### config.mk
export PLATFORM = sky130hd
export DESIGN_NAME = mem_arbiter_flat
export DESIGN_NICKNAME = d
export VERILOG_FILES = /design/src/rtl/mem_arbiter_if.sv /design/src/rtl/mem_arbiter.sv /design/src/flat_wrapper.sv
export SDC_FILE = /design/constraint.sdc
export NUM_CORES = 1
export LEC_CHECK = 0
export BUFFER_PORTS_ARGS = -buffer_cell sky130_fd_sc_hd__clkbuf_2
export CAP_MARGIN = 0
export CORE_AREA = 5 5 281 283
export CTS_CLUSTER_DIAMETER = 60
export CTS_CLUSTER_SIZE = 40
export DETAILED_ROUTE_END_ITERATION = 8
export DIE_AREA = 0 0 286 288
export PLACE_DENSITY = 0.52
export SYNTH_ARGS = -nofsm -noshare
export SYNTH_HDL_FRONTEND = slang
export SYNTH_SLANG_ARGS = --single-unit
### constraint.sdc
create_clock -name CLK -period 2.3 [get_ports CLK]
set_clock_uncertainty 0.05 [all_clocks]
set_input_delay 0.115 -clock CLK [delete_from_list [all_inputs] [get_ports CLK]]
set_output_delay 0.115 -clock CLK [all_outputs]
set_load 0.02 [all_outputs]
### src/rtl/mem_arbiter_if.sv
// Bus bundle between the two caches, the arbiter and the shared main memory.
// The slave modport is the arbiter's view; master is the surrounding system.
interface mem_arbiter_if #(
  parameter int unsigned ADDR_W = 28,
  parameter int unsigned DATA_W = 128
);
  // I-cache port
  logic              I_READ;
  logic [ADDR_W-1:0] I_ADDRESS;
  logic [DATA_W-1:0] I_READ_DATA;
  logic              I_BUSY_WAIT;
  // D-cache port
  logic              D_READ;
  logic              D_WRITE;
  logic [ADDR_W-1:0] D_ADDRESS;
  logic [DATA_W-1:0] D_WRITE_DATA;
  logic [DATA_W-1:0] D_READ_DATA;
  logic              D_BUSY_WAIT;
  // Main memory port
  logic              MEM_READ;
  logic              MEM_WRITE;
  logic [ADDR_W-1:0] MEM_ADDRESS;
  logic [DATA_W-1:0] MEM_WRITE_DATA;
  logic [DATA_W-1:0] MEM_READ_DATA;
  logic              MEM_BUSY_WAIT;

  modport slave (
    input  I_READ, I_ADDRESS, D_READ, D_WRITE, D_ADDRESS, D_WRITE_DATA,
    input  MEM_READ_DATA, MEM_BUSY_WAIT,
    output I_READ_DATA, I_BUSY_WAIT, D_READ_DATA, D_BUSY_WAIT,
    output MEM_READ, MEM_WRITE, MEM_ADDRESS, MEM_WRITE_DATA
  );

  modport master (
    output I_READ, I_ADDRESS, D_READ, D_WRITE, D_ADDRESS, D_WRITE_DATA,
    output MEM_READ_DATA, MEM_BUSY_WAIT,
    input  I_READ_DATA, I_BUSY_WAIT, D_READ_DATA, D_BUSY_WAIT,
    input  MEM_READ, MEM_WRITE, MEM_ADDRESS, MEM_WRITE_DATA
  );
endinterface

### src/rtl/mem_arbiter.sv
// Two-requester arbiter sharing one block memory between the I-cache (read-only)
// and the D-cache (read/write). Ties alternate; the loser waits one transaction.
module mem_arbiter #(
  parameter int unsigned ADDR_W = 28,
  parameter int unsigned DATA_W = 128
) (
  input logic         CLK,
  input logic         RESET,
  mem_arbiter_if.slave bus
);

  typedef enum logic [1:0] {IDLE, GRANT, RESP} state_t;

  localparam logic OwnI = 1'b0;
  localparam logic OwnD = 1'b1;

  state_t            state;
  logic              owner;
  logic              op_write;
  logic              busy_seen;
  logic              last_grant;
  logic              mem_read;
  logic              mem_write;
  logic [ADDR_W-1:0] addr;
  logic [DATA_W-1:0] wdata;
  logic [DATA_W-1:0] i_rdata;
  logic [DATA_W-1:0] d_rdata;

  logic i_req;
  logic d_req;
  logic grant_d;

  assign i_req   = bus.I_READ;
  assign d_req   = bus.D_READ | bus.D_WRITE;
  // D wins when alone, or on a tie when I had the previous grant.
  assign grant_d = d_req & (~i_req | (last_grant == OwnI));

  // Arbitration FSM; memory request and responses are registered.
  always_ff @(posedge CLK) begin
    if (RESET) begin
      state      <= IDLE;
      owner      <= OwnI;
      op_write   <= 1'b0;
      busy_seen  <= 1'b0;
      last_grant <= OwnI;
      mem_read   <= 1'b0;
      mem_write  <= 1'b0;
      addr       <= '0;
      wdata      <= '0;
      i_rdata    <= '0;
      d_rdata    <= '0;
    end else begin
      unique case (state)
        IDLE: begin
          if (i_req || d_req) begin
            owner      <= grant_d;
            last_grant <= grant_d;
            state      <= GRANT;
            if (grant_d) begin
              // A write takes precedence over a simultaneous read.
              op_write  <= bus.D_WRITE;
              mem_write <= bus.D_WRITE;
              mem_read  <= ~bus.D_WRITE;
              addr      <= bus.D_ADDRESS;
              wdata     <= bus.D_WRITE_DATA;
            end else begin
              op_write  <= 1'b0;
              mem_write <= 1'b0;
              mem_read  <= 1'b1;
              addr      <= bus.I_ADDRESS;
            end
          end
        end
        GRANT: begin
          // Completion is only trusted after memory has shown busy at least once.
          if (bus.MEM_BUSY_WAIT) begin
            busy_seen <= 1'b1;
          end else if (busy_seen) begin
            if (!op_write) begin
              if (owner == OwnD) d_rdata <= bus.MEM_READ_DATA;
              else               i_rdata <= bus.MEM_READ_DATA;
            end
            mem_read  <= 1'b0;
            mem_write <= 1'b0;
            state     <= RESP;
          end
        end
        RESP: begin
          busy_seen <= 1'b0;
          state     <= IDLE;
        end
        default: state <= IDLE;
      endcase
    end
  end

  // Outputs driven from latched state so requester changes mid-access are ignored.
  always_comb begin
    bus.MEM_READ       = mem_read;
    bus.MEM_WRITE      = mem_write;
    bus.MEM_ADDRESS    = addr;
    bus.MEM_WRITE_DATA = wdata;
    bus.I_READ_DATA    = i_rdata;
    bus.D_READ_DATA    = d_rdata;
    bus.I_BUSY_WAIT    = i_req & ~((state == RESP) & (owner == OwnI));
    bus.D_BUSY_WAIT    = d_req & ~((state == RESP) & (owner == OwnD));
  end

endmodule

### src/flat_wrapper.sv
// flat-port wrapper written by rule: the top's interface ports become plain ports
module mem_arbiter_flat 
#(
  parameter int unsigned ADDR_W = 28,
  parameter int unsigned DATA_W = 128
)
  (CLK, RESET, bus_I_READ, bus_I_ADDRESS, bus_D_READ, bus_D_WRITE, bus_D_ADDRESS, bus_D_WRITE_DATA, bus_MEM_READ_DATA, bus_MEM_BUSY_WAIT, bus_I_READ_DATA, bus_I_BUSY_WAIT, bus_D_READ_DATA, bus_D_BUSY_WAIT, bus_MEM_READ, bus_MEM_WRITE, bus_MEM_ADDRESS, bus_MEM_WRITE_DATA);
  mem_arbiter_if #(.ADDR_W(ADDR_W), .DATA_W(DATA_W)) bus_i ();
  input logic CLK;
  input logic RESET;
  input wire logic [$bits(bus_i.I_READ)-1:0] bus_I_READ;
  input wire logic [$bits(bus_i.I_ADDRESS)-1:0] bus_I_ADDRESS;
  input wire logic [$bits(bus_i.D_READ)-1:0] bus_D_READ;
  input wire logic [$bits(bus_i.D_WRITE)-1:0] bus_D_WRITE;
  input wire logic [$bits(bus_i.D_ADDRESS)-1:0] bus_D_ADDRESS;
  input wire logic [$bits(bus_i.D_WRITE_DATA)-1:0] bus_D_WRITE_DATA;
  input wire logic [$bits(bus_i.MEM_READ_DATA)-1:0] bus_MEM_READ_DATA;
  input wire logic [$bits(bus_i.MEM_BUSY_WAIT)-1:0] bus_MEM_BUSY_WAIT;
  output wire logic [$bits(bus_i.I_READ_DATA)-1:0] bus_I_READ_DATA;
  output wire logic [$bits(bus_i.I_BUSY_WAIT)-1:0] bus_I_BUSY_WAIT;
  output wire logic [$bits(bus_i.D_READ_DATA)-1:0] bus_D_READ_DATA;
  output wire logic [$bits(bus_i.D_BUSY_WAIT)-1:0] bus_D_BUSY_WAIT;
  output wire logic [$bits(bus_i.MEM_READ)-1:0] bus_MEM_READ;
  output wire logic [$bits(bus_i.MEM_WRITE)-1:0] bus_MEM_WRITE;
  output wire logic [$bits(bus_i.MEM_ADDRESS)-1:0] bus_MEM_ADDRESS;
  output wire logic [$bits(bus_i.MEM_WRITE_DATA)-1:0] bus_MEM_WRITE_DATA;
  assign bus_i.I_READ = bus_I_READ;
  assign bus_i.I_ADDRESS = bus_I_ADDRESS;
  assign bus_i.D_READ = bus_D_READ;
  assign bus_i.D_WRITE = bus_D_WRITE;
  assign bus_i.D_ADDRESS = bus_D_ADDRESS;
  assign bus_i.D_WRITE_DATA = bus_D_WRITE_DATA;
  assign bus_i.MEM_READ_DATA = bus_MEM_READ_DATA;
  assign bus_i.MEM_BUSY_WAIT = bus_MEM_BUSY_WAIT;
  assign bus_I_READ_DATA = bus_i.I_READ_DATA;
  assign bus_I_BUSY_WAIT = bus_i.I_BUSY_WAIT;
  assign bus_D_READ_DATA = bus_i.D_READ_DATA;
  assign bus_D_BUSY_WAIT = bus_i.D_BUSY_WAIT;
  assign bus_MEM_READ = bus_i.MEM_READ;
  assign bus_MEM_WRITE = bus_i.MEM_WRITE;
  assign bus_MEM_ADDRESS = bus_i.MEM_ADDRESS;
  assign bus_MEM_WRITE_DATA = bus_i.MEM_WRITE_DATA;
  mem_arbiter #(.ADDR_W(ADDR_W), .DATA_W(DATA_W)) u_core (.CLK(CLK), .RESET(RESET), .bus(bus_i));
endmodule
==> flow_summary_export.csv, run 1 <==
group,metric,value,unit
run_status,status,"complete, no violations",
detailed_routing,via_per_inst,4.300,
critical_path,crit_end,"u_core.bus.I_READ_DATA[75]",
grt,grt_pass1_wl,98200,um
synthesis,syn_area_per_cell,9.595,um2
detailed_routing,drtPass1Iterations,5,
placement,gp_congestion,0.8134,
critical_path,cp-startpoint,"u_core.state[1]",
clock_network,clockRootBuffer,"clkbuf_16",
cells_and_area,multi_input_area,7801,um2
detailed_routing,ant_nets,0,
synthesis,synth_seq_cells,419,
critical_path,critPathMaxFanout,54,
timing,fin_ws,0.1029,ns
detailed_routing,totalWireLength,65180,um
clock_network,cts.clk_slew.worst_paths,0.07,ns
timing,clock.fmax,455.1,MHz
grt,grt_start_max_net_pins,90,
timing,final.setup.tns,0,ns
floorplan,core-area,76450,um2
timing,hold_viol,0,
floorplan,die_h,288,um
timing,slew_headroom,64.74,%
grt,track_usage,14.79,%
clock_network,cts_tree,"yes",
power_and_ir_drop,p_leak,12.02,nW
grt,antenna_found_initial,3,
critical_path,r2r_start,"u_core.state[1]",
cells_and_area,area_delta_synth_final,56.94,%
placement,portBuffers,733,
detailed_routing,vias,16200,
critical_path,crit_arrival,2.65,ns
cells_and_area,finalNetCount,3065,
floorplan,die_w,286,um
timing,fin_crit_sh,95.53,%
grt,grt_overflow,0,
critical_path,crit_path_start_kind,"flip-flop",
timing,worst_pin_slew,0.5289,ns
cells_and_area,seq_area,8389,um2
clock_network,clock_path_buffers,3,
cells_and_area,fillers,7899,
clock_network,cts_max_level,2,
hold_path,hold_depth,4,
synthesis,ys_types,30,
synthesis,synth_nets,2074,
synthesis,synth_cells,1756,
placement,placement.setup.worst_slack,0.3399,ns
timing,rsz0062_at_grt,"false",
clock_network,numCtsBuffers,40,
timing,setup_viol,0,
detailed_routing,wl_per_cell,17.30,um
critical_path,r2r_slack,0.10,ns
power_and_ir_drop,ir_worst_vdd,698.7,uV
clock_network,insertion_delay,0.54,ns
power_and_ir_drop,p_per_area,679.5,nW/um2
synthesis,ys_warn_count,0,
synthesis,ys.flop_type,"dfxtp_1",
floorplan,core.rowCount,102,
placement,dp_hpwl,46510,um
detailed_routing,drc,0,
critical_path,r2r-end,"u_core.bus.I_READ_DATA[75]",
clock_network,clock_sinks,419,
grt,grt_pass1_vias,16790,
floorplan,start_util,22.04,%
synthesis,synth-edff-count,0,
timing,maxSlewViolCount,0,
hold_path,min_path_type,"primary input to flip-flop",
synthesis,syn_area,16850,um2
critical_path,worstPathRequired,2.75,ns
cells_and_area,utilization,34.59,%
floorplan,io-pin-count,734,
detailed_routing,drt_iter0_drc,619,
cells_and_area,drive_above_1_share,31.62,%
synthesis,synthArstFlopShare,0,%
synthesis,ys_seq_area_share,49.78,%
critical_path,path_class,"flip-flop to flip-flop",
critical_path,crit_path_end_kind,"flip-flop",
floorplan,dieArea,82370,um2
timing,fin_crit,2.197,ns
critical_path,worstRegToRegCells,5,
flow_run,drv_cap,0,
## report_power, final
group	switching (W)	internal, W
clock network	0.00329	0.00400
logic	0.00162	0.00133
registers	0.000176	0.00756
## cells by family after synthesis
group	share of synthesized area [%]
muxes	15.21
DFF	49.78
and+or+nand+nor	20.07
buffers and inverters	4.344
AOI/OAI and AO/OA	10.60
## routing by layer
layer  routed length (um)  GRT usage, %  vias to the layer above  part of all wire, %
li1                     -             -                     7975                    -
met1                25640         16.88                     7516                   39
met2                31430         25.60                      598                   48
met3                 5615         4.996                      113                  8.6
met4                 2495         5.660                        0                  3.8
met5                    0             0                        -                    0
## flip-flops by register name, summed over array words and instances (netlist names)
signal / cells
u_core.owner: 1
u_core.bus.MEM_ADDRESS: 28
u_core.op_write: 1
u_core.bus.MEM_READ: 1
u_core.bus.MEM_WRITE: 1
u_core.busy_seen: 1
u_core.bus.D_READ_DATA: 128
u_core.bus.MEM_WRITE_DATA: 128
u_core.bus.I_READ_DATA: 128
u_core.state: 2
## placed cells by master (no fill, tap or decap), types with 2 or more instances in the layout
cell,instances
a311oi_1,26
clkbuf_16,43
nand2_1,59
nand3_1,129
buf_6,3
inv_1,3
a21oi_1,162
clkinv_8,3
buf_12,17
clkbuf_2,732
dlygate4sd3_1,318
inv_6,6
nand2b_1,384
inv_8,6
dfxtp_1,418
clkinvlp_4,3
clkinv_4,3
buf_4,38
a311oi_2,2
mux2i_1,256
diode_2,3
nor2_4,2
nor2_1,3
clkinv_2,3
bufinv_16,5
o211ai_1,3
o21ai_0,130
## cell usage after synthesis, types with 2 or more instances
master,number,area [um2]
nand2_1,60,225.2
inv_1,3,11.26
o21ai_0,130,650.6
or3_1,2,12.51
clkbuf_1,114,427.9
nor2_1,4,15.01
a311oi_1,28,245.2
nor3_1,2,10.01
dfxtp_1,419,8388
mux2i_1,256,2562
nand3_1,129,645.6
buf_6,7,78.83
nand2b_1,384,2402
o211ai_1,3,22.52
a21oi_1,162,810.8
buf_1,7,26.28
buf_4,7,52.55
buf_2,27,135.1
## how the worst min path moves through the flow
stage | endpoint | from | slack [ns]
6_report | u_core.state[0] | bus_D_READ | 0.09
5_1_grt | u_core.state[0] | bus_D_READ | 0.12
4_1_cts | u_core.state[0] | bus_D_READ | 0.05
3_5_place_dp | u_core.bus.MEM_WRITE_DATA[62] | bus_D_WRITE_DATA[62] | 0.31
3_3_place_gp | u_core.bus.MEM_WRITE_DATA[39] | bus_D_WRITE_DATA[39] | 0.30
2_1_floorplan | u_core.bus.MEM_WRITE_DATA[0] | bus_D_WRITE_DATA[0] | 0.21
## cell type report
type	instances	area share [%]
Tap cell	988	4.675
Clock buffer	43	3.946
Antenna cell	3	0.02839
Sequential cell	419	31.73
Timing Repair Buffer	1111	28.63
Inverter	3	0.04259
Clock inverter	29	1.448
Multi-Input combinational cell	1172	29.50
## through the flow
step	cell area, um2	hold WS (ns)	instances	total power (W)
after floorplan	16850	0.2127	1756	0.009241
after global placement	21740	0.3038	3370	0.01032
after detailed placement	21740	0.3063	3370	0.01032
after CTS	26350	0.05242	3760	0.01821
after global routing	26440	0.1187	3768	0.01879
final	26440	0.08708	3768	0.01797
## timing repair
item	CTS	global route
hold endpoints to repair	418	0
setup buffers	0	4
hold buffers	318	0
resized for setup	0	7
endpoints found under the setup margin	0	21
## worst max-delay path: stages, from the launching register on
cell,delay (ns)
dfxtp_1,0.38
nand4bb_4,0.26
nor3_2,0.20
clkbuf_16,0.36
mux2i_1,0.23
dlygate4sd3_1,0.56
(Power assumes the default switching activity.)
==> run 2: changes to the inputs <==
ABC_AREA = 1   (was unset)
CORE_AREA = 5 5 287 289   (was 5 5 281 283)
CTS_BUF_LIST = sky130_fd_sc_hd__clkbuf_16   (was unset)
DIE_AREA = 0 0 292 294   (was 0 0 286 288)
PLACE_DENSITY = 0.51   (was 0.52)
==> run 2 against run 1 <==
Effect of this change:
- combinational power increased by 15%
- maximum frequency increased by 12%
- worst setup slack improved by 0.23 ns
- power increased by 4.5%
- non-clock buffer count decreased by 8
- first-iteration DRC count increased by 64%
- wire length increased by 14%
- synthesized area increased by 3.6%
- hold slack got worse by 0.046 ns
- synthesized cell count increased by 41%
- die area increased by 4.2%
- clock power increased by 4.9%
- largest power group unchanged
==> flow_summary_export.csv, run 2 <==
group,metric,value,unit
timing,maxSlewViolCount,0,
critical_path,worstPathRequired,2.70,ns
power_and_ir_drop,p_per_area,699.0,nW/um2
synthesis,syn_area,17450,um2
synthesis,yosys.area_share.xor_xnor,0,%
hold_path,min_path_type,"primary input to flip-flop",
synthesis,synth-edff-count,0,
synthesis,synth_nets,2797,
grt,grt_use_met2,26.48,%
grt,use_met1,20.63,%
floorplan,dieArea,85850,um2
timing,fin_ws,0.3378,ns
synthesis,yosys-top-cells-count,"nand2_1 (511), dfxtp_1 (419), a21oi_1 (389)",
clock_network,cts_tree,"yes",
synthesis,synth_area_leaders,"dfxtp_1 (48%), a21oi_1 (11%), nand2_1 (11%)",
timing,worst_pin_slew,0.9349,ns
grt,grt_pass1_vias,18920,
detailed_routing,wl_per_cell,16.50,um
timing,clock.fmax,509.6,MHz
detailed_routing,drc,0,
grt,track_usage,16.13,%
placement,placement.setup.worst_slack,0.5458,ns
synthesis,ys_warn_count,0,
synthesis,ys_seq_area_share,48.06,%
grt,busiest_layer,"met2",
run_status,status,"complete, no violations",
placement,gp_congestion,0.8167,
placement,portBuffers,733,
critical_path,crit_path_start_kind,"flip-flop",
detailed_routing,drtPass1Iterations,5,
detailed_routing,ant_nets,0,
cells_and_area,mostFrequentLayoutCell,"clkbuf_2",
clock_network,cts_setup_buffers,0,
critical_path,path_class,"flip-flop to flip-flop",
timing,final.setup.tns,0,ns
synthesis,synthArstFlopShare,0,%
floorplan,die_w,292,um
floorplan,core-area,79640,um2
detailed_routing,vias,19690,
grt,grt_pass1_wl,112100,um
clock_network,insertion_delay,0.55,ns
cells_and_area,fin_area,26850,um2
clock_network,numCtsBuffers,43,
synthesis,synth_cells,2479,
synthesis,synth_mux_area_share,0,%
clock_network,hold_buffers,320,
cells_and_area,fin_cells,4494,
power_and_ir_drop,swShare,29.47,%
flow_run,drv_cap,0,
grt,antenna_found_initial,2,
floorplan,start_util,21.92,%
timing,hold_viol,0,
grt,gr-usage-met3,4.928,%
cells_and_area,area_delta_synth_final,53.84,%
cells_and_area,fillers,8543,
power_and_ir_drop,ir_worst_vdd,533.4,uV
timing,rsz0062_at_grt,"false",
cells_and_area,finalNetCount,3719,
synthesis,synth_seq_cells,419,
placement,place_area,22130,um2
synthesis,ys.flop_type,"dfxtp_1",
synthesis,synth_top_area_share,48.06,%
cells_and_area,mostFrequentLayoutCells,"clkbuf_2 (732), nand2_1 (509), dfxtp_1 (418)",
grt,grt_overflow,0,
cells_and_area,drive_above_1_share,25.11,%
synthesis,synth.most_common_cell,"nand2_1",
floorplan,core.rowCount,104,
synthesis,yosys.area_share.adder,0,%
critical_path,critPathMaxFanout,28,
synthesis,synth_top_family_by_area,"simple AND/OR/NAND/NOR gates",
power_and_ir_drop,p_leak,12.70,nW
floorplan,die_h,294,um
synthesis,synth_simple_gate_area_share,30.54,%
power_and_ir_drop,power_frac_clock,40.7,%
grt,grt_start_max_net_pins,158,
clock_network,cts_max_level,2,
synthesis,ys_types,17,
synthesis,synth_top_cell_by_area,"dfxtp_1",
power_and_ir_drop,seqPwrFrac,41.3,%
clock_network,cts.repair.resized,0,
timing,setup_viol,0,
clock_network,cts.clk_slew.worst_paths,0.07,ns
clock_network,clockRootBuffer,"clkbuf_16",
placement,place_inst,4096,
floorplan,io-pin-count,734,
timing,fin_crit_sh,85.31,%
timing,slew_headroom,37.68,%
power_and_ir_drop,intPower,0.01324,W
power_and_ir_drop,combPwrFrac,18.0,%
detailed_routing,drt_iter0_drc,1017,
clock_network,clock_sinks,419,
critical_path,crit_arrival,2.36,ns
timing,fin_crit,1.962,ns
synthesis,synth_compound_area_share,11.30,%
timing,whs,0.04106,ns
power_and_ir_drop,switchingPower,0.005531,W
clock_network,clock_path_buffers,3,
placement,dp_hpwl,52070,um
synthesis,syn_area_per_cell,7.041,um2
critical_path,crit_path_end_kind,"flip-flop",
detailed_routing,via_per_inst,4.381,
detailed_routing,totalWireLength,74170,um
[run 2: cell types whose count changed after synthesis, moves of 131 or more]
cell,before,now
mux2i_1,256,0
nand2b_1,384,0
a21oi_1,162,389
nand3_1,129,260
inv_1,3,193
nand2_1,60,511
nor2_1,4,346
[run 2: worst max-delay path: stages, from the launching register on]
cell           delay (ns)
dfxtp_1              0.35
inv_1                0.08
nand2_1              0.08
a21oi_2              0.10
buf_4                0.32
nand2_1              0.09
nor2_1               0.13
dlygate4sd3_1        0.60
nor2_1               0.04
[run 2: final timing paths]
kind,depth (start not counted),to,from,slack [ns]
worst max-delay path,8,u_core.bus.MEM_ADDRESS[25],u_core.state[0],0.34
worst min register to register,2,u_core.bus.MEM_WRITE_DATA[76],u_core.bus.MEM_WRITE_DATA[76],0.41
worst max register to register,8,u_core.bus.MEM_ADDRESS[25],u_core.state[0],0.34
worst min-delay path,5,u_core.bus.MEM_READ,bus_I_READ,0.04
[run 2: final cells by class]
type                            count  area, um2  area share (%)
Timing Repair Buffer             1103       7525           28.02
Antenna cell                        1      2.502        0.009320
Inverter                          195      747.0           2.782
Multi-Input combinational cell   1639       7338           27.33
Clock inverter                     33      419.2           1.561
Tap cell                         1060       1326           4.939
Sequential cell                   419       8392           31.25
Clock buffer                       44       1101           4.101
[run 2: power groups by stage]
stage | Clock, W | Sequential, W | Combinational, W
after floorplan | 0 | 0.00826 | 0.00138
after global placement | 0 | 0.00791 | 0.00289
after detailed placement | 0 | 0.00791 | 0.00289
after CTS | 0.00790 | 0.00775 | 0.00339
after global routing | 0.00817 | 0.00779 | 0.00369
final | 0.00765 | 0.00775 | 0.00337
[run 2: per-layer routing]
layer / vias up / wire (um)
met5: - / 7
met4: 2 / 1994
met3: 112 / 6177
met2: 693 / 34040
met1: 8992 / 31950
li1: 9890 / -
[run 2: metrics by stage]
step | power [W] | utilization (%)
after floorplan | 0.009640 | -
after global placement | 0.01080 | 27.78
after detailed placement | 0.01080 | 27.78
after CTS | 0.01904 | 33.71
after global routing | 0.01965 | 33.72
final | 0.01877 | 33.72
[run 2: cells by family (layout without fill, tap and decap cells)]
family / count (synthesis) / after routing
flops: 419 / 419
compound gates: 393 / 393
buf+inv: 421 / 1375
simple gates: 1246 / 1246
other cells: 0 / 1
